$ cat src/rtl/tx_streamer.sv
`default_nettype none
// ============================================================================
// tx_streamer: splits one RDMA WRITE request into MTU fragments, emitting a
// header descriptor and an MM2S read command per fragment.
// Revision: 1.0
// ============================================================================
module tx_streamer #(
    parameter int          C_ADDR_WIDTH            = 32,
    parameter int          C_BTT_WIDTH             = 23,
    parameter int          RDMA_ADDR_WIDTH         = 64,
    parameter int          RDMA_RKEY_WIDTH         = 32,
    parameter int          RDMA_LENGTH_WIDTH       = 32,
    parameter int          OFFSET_LENGTH           = 16,
    parameter int          MTU_BYTES               = 1024,
    parameter logic [7:0]  RDMA_OPCODE_WRITE_FIRST  = 8'h06,
    parameter logic [7:0]  RDMA_OPCODE_WRITE_MIDDLE = 8'h07,
    parameter logic [7:0]  RDMA_OPCODE_WRITE_LAST   = 8'h08,
    parameter logic [7:0]  RDMA_OPCODE_WRITE_ONLY   = 8'h0A
) (
    input  logic                         aclk,
    input  logic                         aresetn,
    input  logic                         cmd_valid,
    output logic                         cmd_ready,
    input  logic [C_ADDR_WIDTH-1:0]      cmd_local_addr,
    input  logic [RDMA_ADDR_WIDTH-1:0]   cmd_remote_addr,
    input  logic [RDMA_RKEY_WIDTH-1:0]   cmd_rkey,
    input  logic [RDMA_LENGTH_WIDTH-1:0] cmd_length,
    output logic                         hdr_valid,
    input  logic                         hdr_ready,
    output logic [7:0]                   hdr_opcode,
    output logic [RDMA_ADDR_WIDTH-1:0]   hdr_remote_addr,
    output logic [RDMA_RKEY_WIDTH-1:0]   hdr_rkey,
    output logic [RDMA_LENGTH_WIDTH-1:0] hdr_length,
    output logic [OFFSET_LENGTH-1:0]     hdr_fragment_offset,
    output logic [71:0]                  m_axis_mm2s_cmd_tdata,
    output logic                         m_axis_mm2s_cmd_tvalid,
    input  logic                         m_axis_mm2s_cmd_tready,
    input  logic                         mm2s_rd_xfer_cmplt,
    output logic [2:0]                   tx_state,
    output logic                         tx_active,
    output logic                         write_started,
    output logic                         write_done,
    output logic                         length_error
);

    typedef enum logic [2:0] {
        S_IDLE       = 3'd0,
        S_CHECK      = 3'd1,
        S_PREPARE    = 3'd2,
        S_SEND_HDR   = 3'd3,
        S_ISSUE_CMD  = 3'd4,
        S_WAIT_CMPLT = 3'd5,
        S_DONE       = 3'd6,
        S_ERROR      = 3'd7
    } state_t;

    localparam logic [RDMA_LENGTH_WIDTH-1:0] c_mtu     = RDMA_LENGTH_WIDTH'(MTU_BYTES);
    localparam logic [RDMA_LENGTH_WIDTH-1:0] c_max_len = RDMA_LENGTH_WIDTH'(64'd1 << OFFSET_LENGTH);

    state_t                         state_q, state_d;
    logic [C_ADDR_WIDTH-1:0]        local_addr_q, local_addr_d;
    logic [RDMA_ADDR_WIDTH-1:0]     remote_addr_q, remote_addr_d;
    logic [RDMA_RKEY_WIDTH-1:0]     rkey_q, rkey_d;
    logic [RDMA_LENGTH_WIDTH-1:0]   length_q, length_d;
    logic [RDMA_LENGTH_WIDTH-1:0]   offset_q, offset_d;
    logic [RDMA_LENGTH_WIDTH-1:0]   remaining_q, remaining_d;
    logic [RDMA_LENGTH_WIDTH-1:0]   frag_len_q, frag_len_d;
    logic                           first_q, first_d;
    logic                           last_q, last_d;
    logic [3:0]                     frag_idx_q, frag_idx_d;
    logic [7:0]                     hdr_opcode_q, hdr_opcode_d;
    logic [RDMA_ADDR_WIDTH-1:0]     hdr_remote_addr_q, hdr_remote_addr_d;
    logic [RDMA_RKEY_WIDTH-1:0]     hdr_rkey_q, hdr_rkey_d;
    logic [RDMA_LENGTH_WIDTH-1:0]   hdr_length_q, hdr_length_d;
    logic [OFFSET_LENGTH-1:0]       hdr_frag_off_q, hdr_frag_off_d;
    logic [71:0]                    tdata_q, tdata_d;

    logic [RDMA_LENGTH_WIDTH-1:0]   w_frag_len;
    logic                           w_last;
    logic                           w_length_ok;
    logic [C_ADDR_WIDTH-1:0]        w_saddr;
    logic [C_BTT_WIDTH-1:0]         w_btt;

    assign w_frag_len  = (remaining_q < c_mtu) ? remaining_q : c_mtu;
    assign w_last      = (remaining_q <= c_mtu);
    assign w_length_ok = (length_q != '0) && (length_q <= c_max_len);
    assign w_saddr     = local_addr_q + C_ADDR_WIDTH'(offset_q);
    assign w_btt       = C_BTT_WIDTH'(w_frag_len);

    always_comb begin
        state_d           = state_q;
        local_addr_d      = local_addr_q;
        remote_addr_d     = remote_addr_q;
        rkey_d            = rkey_q;
        length_d          = length_q;
        offset_d          = offset_q;
        remaining_d       = remaining_q;
        frag_len_d        = frag_len_q;
        first_d           = first_q;
        last_d            = last_q;
        frag_idx_d        = frag_idx_q;
        hdr_opcode_d      = hdr_opcode_q;
        hdr_remote_addr_d = hdr_remote_addr_q;
        hdr_rkey_d        = hdr_rkey_q;
        hdr_length_d      = hdr_length_q;
        hdr_frag_off_d    = hdr_frag_off_q;
        tdata_d           = tdata_q;

        case (state_q)
            S_IDLE: begin
                if (cmd_valid) begin
                    local_addr_d  = cmd_local_addr;
                    remote_addr_d = cmd_remote_addr;
                    rkey_d        = cmd_rkey;
                    length_d      = cmd_length;
                    offset_d      = '0;
                    remaining_d   = cmd_length;
                    first_d       = 1'b1;
                    frag_idx_d    = '0;
                    state_d       = S_CHECK;
                end
            end
            S_CHECK: begin
                state_d = w_length_ok ? S_PREPARE : S_ERROR;
            end
            S_ERROR: begin
                state_d = S_IDLE;
            end
            S_PREPARE: begin
                frag_len_d = w_frag_len;
                last_d     = w_last;
                if (first_q && w_last) begin
                    hdr_opcode_d = RDMA_OPCODE_WRITE_ONLY;
                end else if (first_q) begin
                    hdr_opcode_d = RDMA_OPCODE_WRITE_FIRST;
                end else if (w_last) begin
                    hdr_opcode_d = RDMA_OPCODE_WRITE_LAST;
                end else begin
                    hdr_opcode_d = RDMA_OPCODE_WRITE_MIDDLE;
                end
                // Receiver adds the fragment offset itself, so the base address is sent unchanged.
                hdr_remote_addr_d = remote_addr_q;
                hdr_rkey_d        = rkey_q;
                hdr_length_d      = w_frag_len;
                hdr_frag_off_d    = offset_q[OFFSET_LENGTH-1:0];
                tdata_d = {4'h0, frag_idx_q, 32'(w_saddr), 1'b0, 1'b1, 6'b0, 1'b1, 23'(w_btt)};
                state_d = S_SEND_HDR;
            end
            S_SEND_HDR: begin
                if (hdr_ready) begin
                    state_d = S_ISSUE_CMD;
                end
            end
            S_ISSUE_CMD: begin
                if (m_axis_mm2s_cmd_tready) begin
                    state_d = S_WAIT_CMPLT;
                end
            end
            S_WAIT_CMPLT: begin
                if (mm2s_rd_xfer_cmplt) begin
                    offset_d    = offset_q + frag_len_q;
                    remaining_d = remaining_q - frag_len_q;
                    first_d     = 1'b0;
                    frag_idx_d  = frag_idx_q + 4'd1;
                    state_d     = last_q ? S_DONE : S_PREPARE;
                end
            end
            S_DONE: begin
                state_d = S_IDLE;
            end
            default: begin
                state_d = S_IDLE;
            end
        endcase
    end

    always_ff @(posedge aclk) begin
        if (!aresetn) begin
            state_q           <= S_IDLE;
            local_addr_q      <= '0;
            remote_addr_q     <= '0;
            rkey_q            <= '0;
            length_q          <= '0;
            offset_q          <= '0;
            remaining_q       <= '0;
            frag_len_q        <= '0;
            first_q           <= 1'b0;
            last_q            <= 1'b0;
            frag_idx_q        <= '0;
            hdr_opcode_q      <= '0;
            hdr_remote_addr_q <= '0;
            hdr_rkey_q        <= '0;
            hdr_length_q      <= '0;
            hdr_frag_off_q    <= '0;
            tdata_q           <= '0;
        end else begin
            state_q           <= state_d;
            local_addr_q      <= local_addr_d;
            remote_addr_q     <= remote_addr_d;
            rkey_q            <= rkey_d;
            length_q          <= length_d;
            offset_q          <= offset_d;
            remaining_q       <= remaining_d;
            frag_len_q        <= frag_len_d;
            first_q           <= first_d;
            last_q            <= last_d;
            frag_idx_q        <= frag_idx_d;
            hdr_opcode_q      <= hdr_opcode_d;
            hdr_remote_addr_q <= hdr_remote_addr_d;
            hdr_rkey_q        <= hdr_rkey_d;
            hdr_length_q      <= hdr_length_d;
            hdr_frag_off_q    <= hdr_frag_off_d;
            tdata_q           <= tdata_d;
        end
    end

    assign cmd_ready              = (state_q == S_IDLE);
    assign hdr_valid              = (state_q == S_SEND_HDR);
    assign m_axis_mm2s_cmd_tvalid = (state_q == S_ISSUE_CMD);
    assign hdr_opcode             = hdr_opcode_q;
    assign hdr_remote_addr        = hdr_remote_addr_q;
    assign hdr_rkey               = hdr_rkey_q;
    assign hdr_length             = hdr_length_q;
    assign hdr_fragment_offset    = hdr_frag_off_q;
    assign m_axis_mm2s_cmd_tdata  = tdata_q;
    assign tx_state               = state_q;
    assign tx_active              = (state_q != S_IDLE);
    assign write_started          = (state_q == S_CHECK) && w_length_ok;
    assign write_done             = (state_q == S_DONE);
    assign length_error           = (state_q == S_ERROR);

endmodule
`default_nettype wire

$ cat config.mk
export PLATFORM = sky130hd
export DESIGN_NAME = tx_streamer
export DESIGN_NICKNAME = d
export VERILOG_FILES = /design/src/rtl/tx_streamer.sv
export SDC_FILE = /design/constraint.sdc
export NUM_CORES = 1
export LEC_CHECK = 0
export ABC_CLOCK_PERIOD_IN_PS = 3460
export CORE_UTILIZATION = 50
export CTS_CLUSTER_SIZE = 16
export DETAILED_ROUTE_END_ITERATION = 10
export GPL_TIMING_DRIVEN = 1
export HOLD_SLACK_MARGIN = 0.06
export PLACE_DENSITY = 0.78
export SYNTH_ARGS = -nofsm -noshare
export SYNTH_HDL_FRONTEND = slang
export SYNTH_SLANG_ARGS = --single-unit
$ cat constraint.sdc
create_clock -name aclk -period 3.46 [get_ports aclk]
set_input_delay 0.692 -clock aclk [delete_from_list [all_inputs] [get_ports aclk]]
set_output_delay 0.692 -clock aclk [all_outputs]
set_load 0.005 [all_outputs]
==> impl_metrics.py <==
metrics = {
    "drt": {
        "ant_nets": 0,
        "router_iterations_before_antenna_repair": 5,
        "vias_post_dr": 18600,
        "finalWirelength_um": 62600,
        "first_iter_violations": 1096,
        "route.detailed.drc": 0,
        "vias_per_cell": 5.53,
        "drt-wirelength-per-cell_um": 18.6,
    },
    "worst_hold_path": {
        "hp-class": "reg -> reg",
        "holdPathEnd": "m_axis_mm2s_cmd_tdata[62]",
        "hold_path_startpoint": "m_axis_mm2s_cmd_tdata[62]",
        "timing.hold.worst_path_depth": 2,
    },
    "finish": {
        "num-nets-final": 3064,
        "multi_input_comb_area_um2": 11000,
        "synthToLayoutAreaGrowth_pct": 28.5,
        "final_design_area_no_fill_um2": 26100,
        "seqCellArea_um2": 8370,
        "num-fill-cells": 3372,
        "post_route_cells_drive_above_1_share": 0.0518,
    },
    "sta": {
        "tightest_slew_ns": 0.816,
        "setup_viol": 0,
        "final.setup_skew_ns": 0.0179,
        "max_clock_freq_mhz": 298,
        "grt_setup_unrepaired": "false",
        "total_negative_setup_slack_ns": 0,
        "period_needed_ns": 3.35,
        "finalHoldViolCount": 0,
        "post-route-period-util": 0.968,
        "timing_max_transition_violations_final": 0,
        "max-slew-margin-rel": 0.456,
    },
    "power": {
        "leakage_power_of_the_design_nw": 10.2,
        "p_clk_frac": 0.318,
        "power_per_cell_area_nw_per_um2": 618,
        "ir_drop_uv": 463,
        "total_switching_power_mw": 5.56,
        "power.switching_fraction": 0.344,
        "seqPwrFrac": 0.360,
        "cellInternalPower_mw": 10.6,
        "pwr-share-comb": 0.322,
        "fin_total_pwr_mw": 16.2,
    },
    "global_route": {
        "grt_use_total": 0.295,
        "grt_pass1_vias": 18100,
        "sum_of_overflow_across_all_layers_after_global_routing": 0,
        "grt_max_degree": 213,
        "antenna_violations_before_repair": 2,
        "grt_pass1_wl_um": 96900,
    },
    "synthesis": {
        "synth_area_per_cell_um2": 8.17,
        "yosys_warnings": 0,
        "synth.cell_area_um2": 20400,
        "synthCells": 2492,
        "ys_ff_latch": 418,
        "most_used_flip_flop_cell_after_synthesis": "sky130_fd_sc_hd__dfxtp_1",
        "async_reset_ff_frac": 0,
        "synth.yosys.seq_area_share": 0.411,
        "synth.distinct_cells": 71,
        "edff_count_synth": 0,
    },
    "flow_run": {
        "cap_violations": 0,
    },
    "die": {
        "die_w_um": 204,
        "io-pin-count": 400,
        "core_outline_area_um2": 39900,
        "initial_standard_cell_utilization_of_the_core": 0.510,
        "num_rows": 73,
        "area_enclosed_by_the_die_boundary_um2": 41500,
        "die_height_um": 204,
    },
    "clock_network": {
        "cts_buffer_depth": 3,
        "cts_setup_buffers": 0,
        "cts.reportedPaths.clkPinSlew_ns": 0.06,
        "tritoncts_clock_tree": "done",
        "numCtsBuffers": 46,
        "cts_h_tree_depth": 2,
        "tritoncts_num_sinks": 418,
        "clk_root_buffer_cell": "sky130_fd_sc_hd__clkbuf_16",
        "clk-insertion-delay-late_ns": 0.59,
    },
    "critical_path": {
        "timing.critical_path.fanout_max": 2,
        "critPathMaxStageDelay_ns": 0.58,
        "crit_type": "reg -> out",
        "worstPathArrival_ns": 2.66,
        "crit_chain": "or4_1 -> nor4_4 -> nand4_1 -> nor4b_2 -> clkdlybuf4s50_1",
        "crit_family": "simple AND/OR/NAND/NOR gates",
        "ff2ff_path_depth": 11,
        "r2r_end": "m_axis_mm2s_cmd_tdata[62]",
        "crit_required_ns": 2.77,
        "worst_r2r_startpoint": "offset_q[0]",
        "reg2reg_setup_slack_ns": 0.19,
        "critPathLaunchType": "register",
        "crit_path_end_kind": "output pin",
        "crit_slowest_cell": "sky130_fd_sc_hd__or4_1",
        "critical_path.n_buffers_inverters": 1,
    },
    "place": {
        "place_area_um2": 24500,
        "gp_routability_congestion": 0.962,
        "dp_hpwl_um": 44900,
        "port_buffers": 384,
    },
    "run_status": {
        "status": "complete, no violations",
    },
}
worst max path at each step:
stage	start	to	depth (start not counted)	slack (ns)
after floorplan	remaining_q[0]	remaining_q[26]	12	0.36
after global placement	remaining_q[0]	remaining_q[26]	12	0.04
after detailed placement	remaining_q[0]	remaining_q[26]	12	-0.01
after CTS	remaining_q[0]	remaining_q[26]	12	0.05
after global routing	hdr_length[0]	offset_q[24]	13	0.01
final	length_q[24]	write_started	5	0.11
sequential cells by signal, summed over array words and instances, names as in the netlist, 3 cells and up:
| register | cells |
|---|---|
| frag_idx_q | 4 |
| hdr_fragment_offset | 16 |
| hdr_length | 32 |
| hdr_opcode | 4 |
| hdr_remote_addr | 64 |
| hdr_rkey | 32 |
| length_q | 32 |
| local_addr_q | 32 |
| m_axis_mm2s_cmd_tdata | 37 |
| offset_q | 32 |
| remaining_q | 32 |
| remote_addr_q | 64 |
| rkey_q | 32 |
| tx_state | 3 |
synth_stat cells (4+ instances only):
cell type | n | area [um^2]
sky130_fd_sc_hd__o211ai_1 | 12 | 90.1
sky130_fd_sc_hd__o2111ai_1 | 4 | 35.0
sky130_fd_sc_hd__clkbuf_1 | 137 | 514
sky130_fd_sc_hd__buf_4 | 39 | 293
sky130_fd_sc_hd__ha_1 | 94 | 1180
sky130_fd_sc_hd__nand2b_1 | 13 | 81.3
sky130_fd_sc_hd__buf_1 | 5 | 18.8
sky130_fd_sc_hd__o21ai_0 | 77 | 385
sky130_fd_sc_hd__nor4_1 | 15 | 93.8
sky130_fd_sc_hd__nor3b_1 | 5 | 37.5
sky130_fd_sc_hd__a21oi_1 | 97 | 485
sky130_fd_sc_hd__a211o_1 | 5 | 43.8
sky130_fd_sc_hd__o31ai_1 | 4 | 30.0
sky130_fd_sc_hd__inv_1 | 58 | 218
sky130_fd_sc_hd__nand2_1 | 688 | 2580
sky130_fd_sc_hd__o31a_1 | 5 | 43.8
sky130_fd_sc_hd__nand4_1 | 17 | 106
sky130_fd_sc_hd__o22ai_1 | 7 | 43.8
sky130_fd_sc_hd__or2_2 | 5 | 31.3
sky130_fd_sc_hd__and3_1 | 37 | 231
sky130_fd_sc_hd__nand3_1 | 23 | 115
sky130_fd_sc_hd__a31oi_1 | 35 | 219
sky130_fd_sc_hd__dfxtp_1 | 418 | 8370
sky130_fd_sc_hd__and2_1 | 30 | 188
sky130_fd_sc_hd__a21o_1 | 54 | 405
sky130_fd_sc_hd__a211oi_1 | 15 | 113
sky130_fd_sc_hd__a22oi_1 | 23 | 173
sky130_fd_sc_hd__o21a_1 | 12 | 90.1
sky130_fd_sc_hd__nor2b_1 | 43 | 269
sky130_fd_sc_hd__xnor2_1 | 38 | 333
sky130_fd_sc_hd__o21bai_1 | 18 | 135
sky130_fd_sc_hd__a2111oi_0 | 4 | 35.0
sky130_fd_sc_hd__a21boi_0 | 297 | 2230
sky130_fd_sc_hd__nor2_1 | 46 | 173
sky130_fd_sc_hd__or3_1 | 6 | 37.5
sky130_fd_sc_hd__nor3_1 | 15 | 75.1
sky130_fd_sc_hd__xor2_1 | 34 | 298
worst register-to-register path, delay by kind of cell (launching register included):
kind	cells	cell delay, ns
fa+ha+maj	2	0.62
xor+xnor	1	0.19
flops	1	0.34
compound gates	8	2.00
final cells by class:
class / instances / area share
flip-flops and latches: 418 / 0.320
multi-input cells: 1848 / 0.422
clock buffers: 68 / 0.0518
repair buffers: 429 / 0.163
diodes: 1 / 0.0000957
inverters: 58 / 0.00833
clock inverters: 16 / 0.00909
well taps: 525 / 0.0251
cells in the final DEF (no fill, tap or decap), types with 34 or more instances in the layout:
cell / instances
sky130_fd_sc_hd__nand2_1: 687
sky130_fd_sc_hd__dfxtp_1: 418
sky130_fd_sc_hd__clkdlybuf4s50_1: 383
sky130_fd_sc_hd__a21boi_0: 297
sky130_fd_sc_hd__a21oi_1: 97
sky130_fd_sc_hd__ha_1: 94
sky130_fd_sc_hd__o21ai_0: 75
sky130_fd_sc_hd__inv_1: 58
sky130_fd_sc_hd__a21o_1: 54
sky130_fd_sc_hd__clkbuf_16: 47
sky130_fd_sc_hd__nor2_1: 45
sky130_fd_sc_hd__nor2b_1: 43
sky130_fd_sc_hd__buf_4: 39
sky130_fd_sc_hd__xnor2_1: 38
sky130_fd_sc_hd__and3_1: 37
sky130_fd_sc_hd__a31oi_1: 35
sky130_fd_sc_hd__xor2_1: 34
metal layers:
layer,wire length [um],global-route usage,vias up,share of wire
met2,29600,0.495,569,0.47
met5,0,0,-,0
met1,25200,0.345,8769,0.40
li1,-,-,9109,-
met4,2660,0.133,0,0.042
met3,5130,0.0860,139,0.082
power groups by stage:
stage / Combinational [mW] / Clock, mW / Sequential (mW)
6_report: 5.20 / 5.13 / 5.82
5_1_grt: 5.76 / 5.40 / 5.89
4_1_cts: 5.14 / 5.22 / 5.81
3_5_place_dp: 5.09 / 0 / 5.91
3_3_place_gp: 5.04 / 0 / 5.88
2_1_floorplan: 3.49 / 0 / 5.77
per-stage QoR:
| step | instances | worst slack [ns] | utilization | hold WS [ns] |
|---|---|---|---|---|
| 2_1_floorplan | 2506 | 0.364 | - | 0.438 |
| 3_3_place_gp | 3278 | 0.0436 | 0.614 | 0.447 |
| 6_report | 3363 | 0.109 | 0.655 | 0.456 |
| 5_1_grt | 3363 | 0.0113 | 0.655 | 0.481 |
| 4_1_cts | 3362 | 0.0505 | 0.654 | 0.456 |
| 3_5_place_dp | 3278 | -0.0145 | 0.614 | 0.448 |
logic make-up after synthesis:
family          after synthesis  share of synthesized area
compound gates              697                      0.237
xor+xnor                     72                     0.0310
fa+ha+maj                    97                     0.0607
buf+inv                     240                     0.0518
flops                       418                      0.411
mux                           4                    0.00203
other cells                   1                   0.000184
simple gates                963                      0.206
what timing repair did:
action | CTS | global route
hold endpoints to repair | 0 | 0
endpoints found under the setup margin | 2 | 4
hold buffers | 0 | 0
gates resized for setup | 2 | 8
pin swaps | 0 | 2
Power figures use the tool's default switching activity.
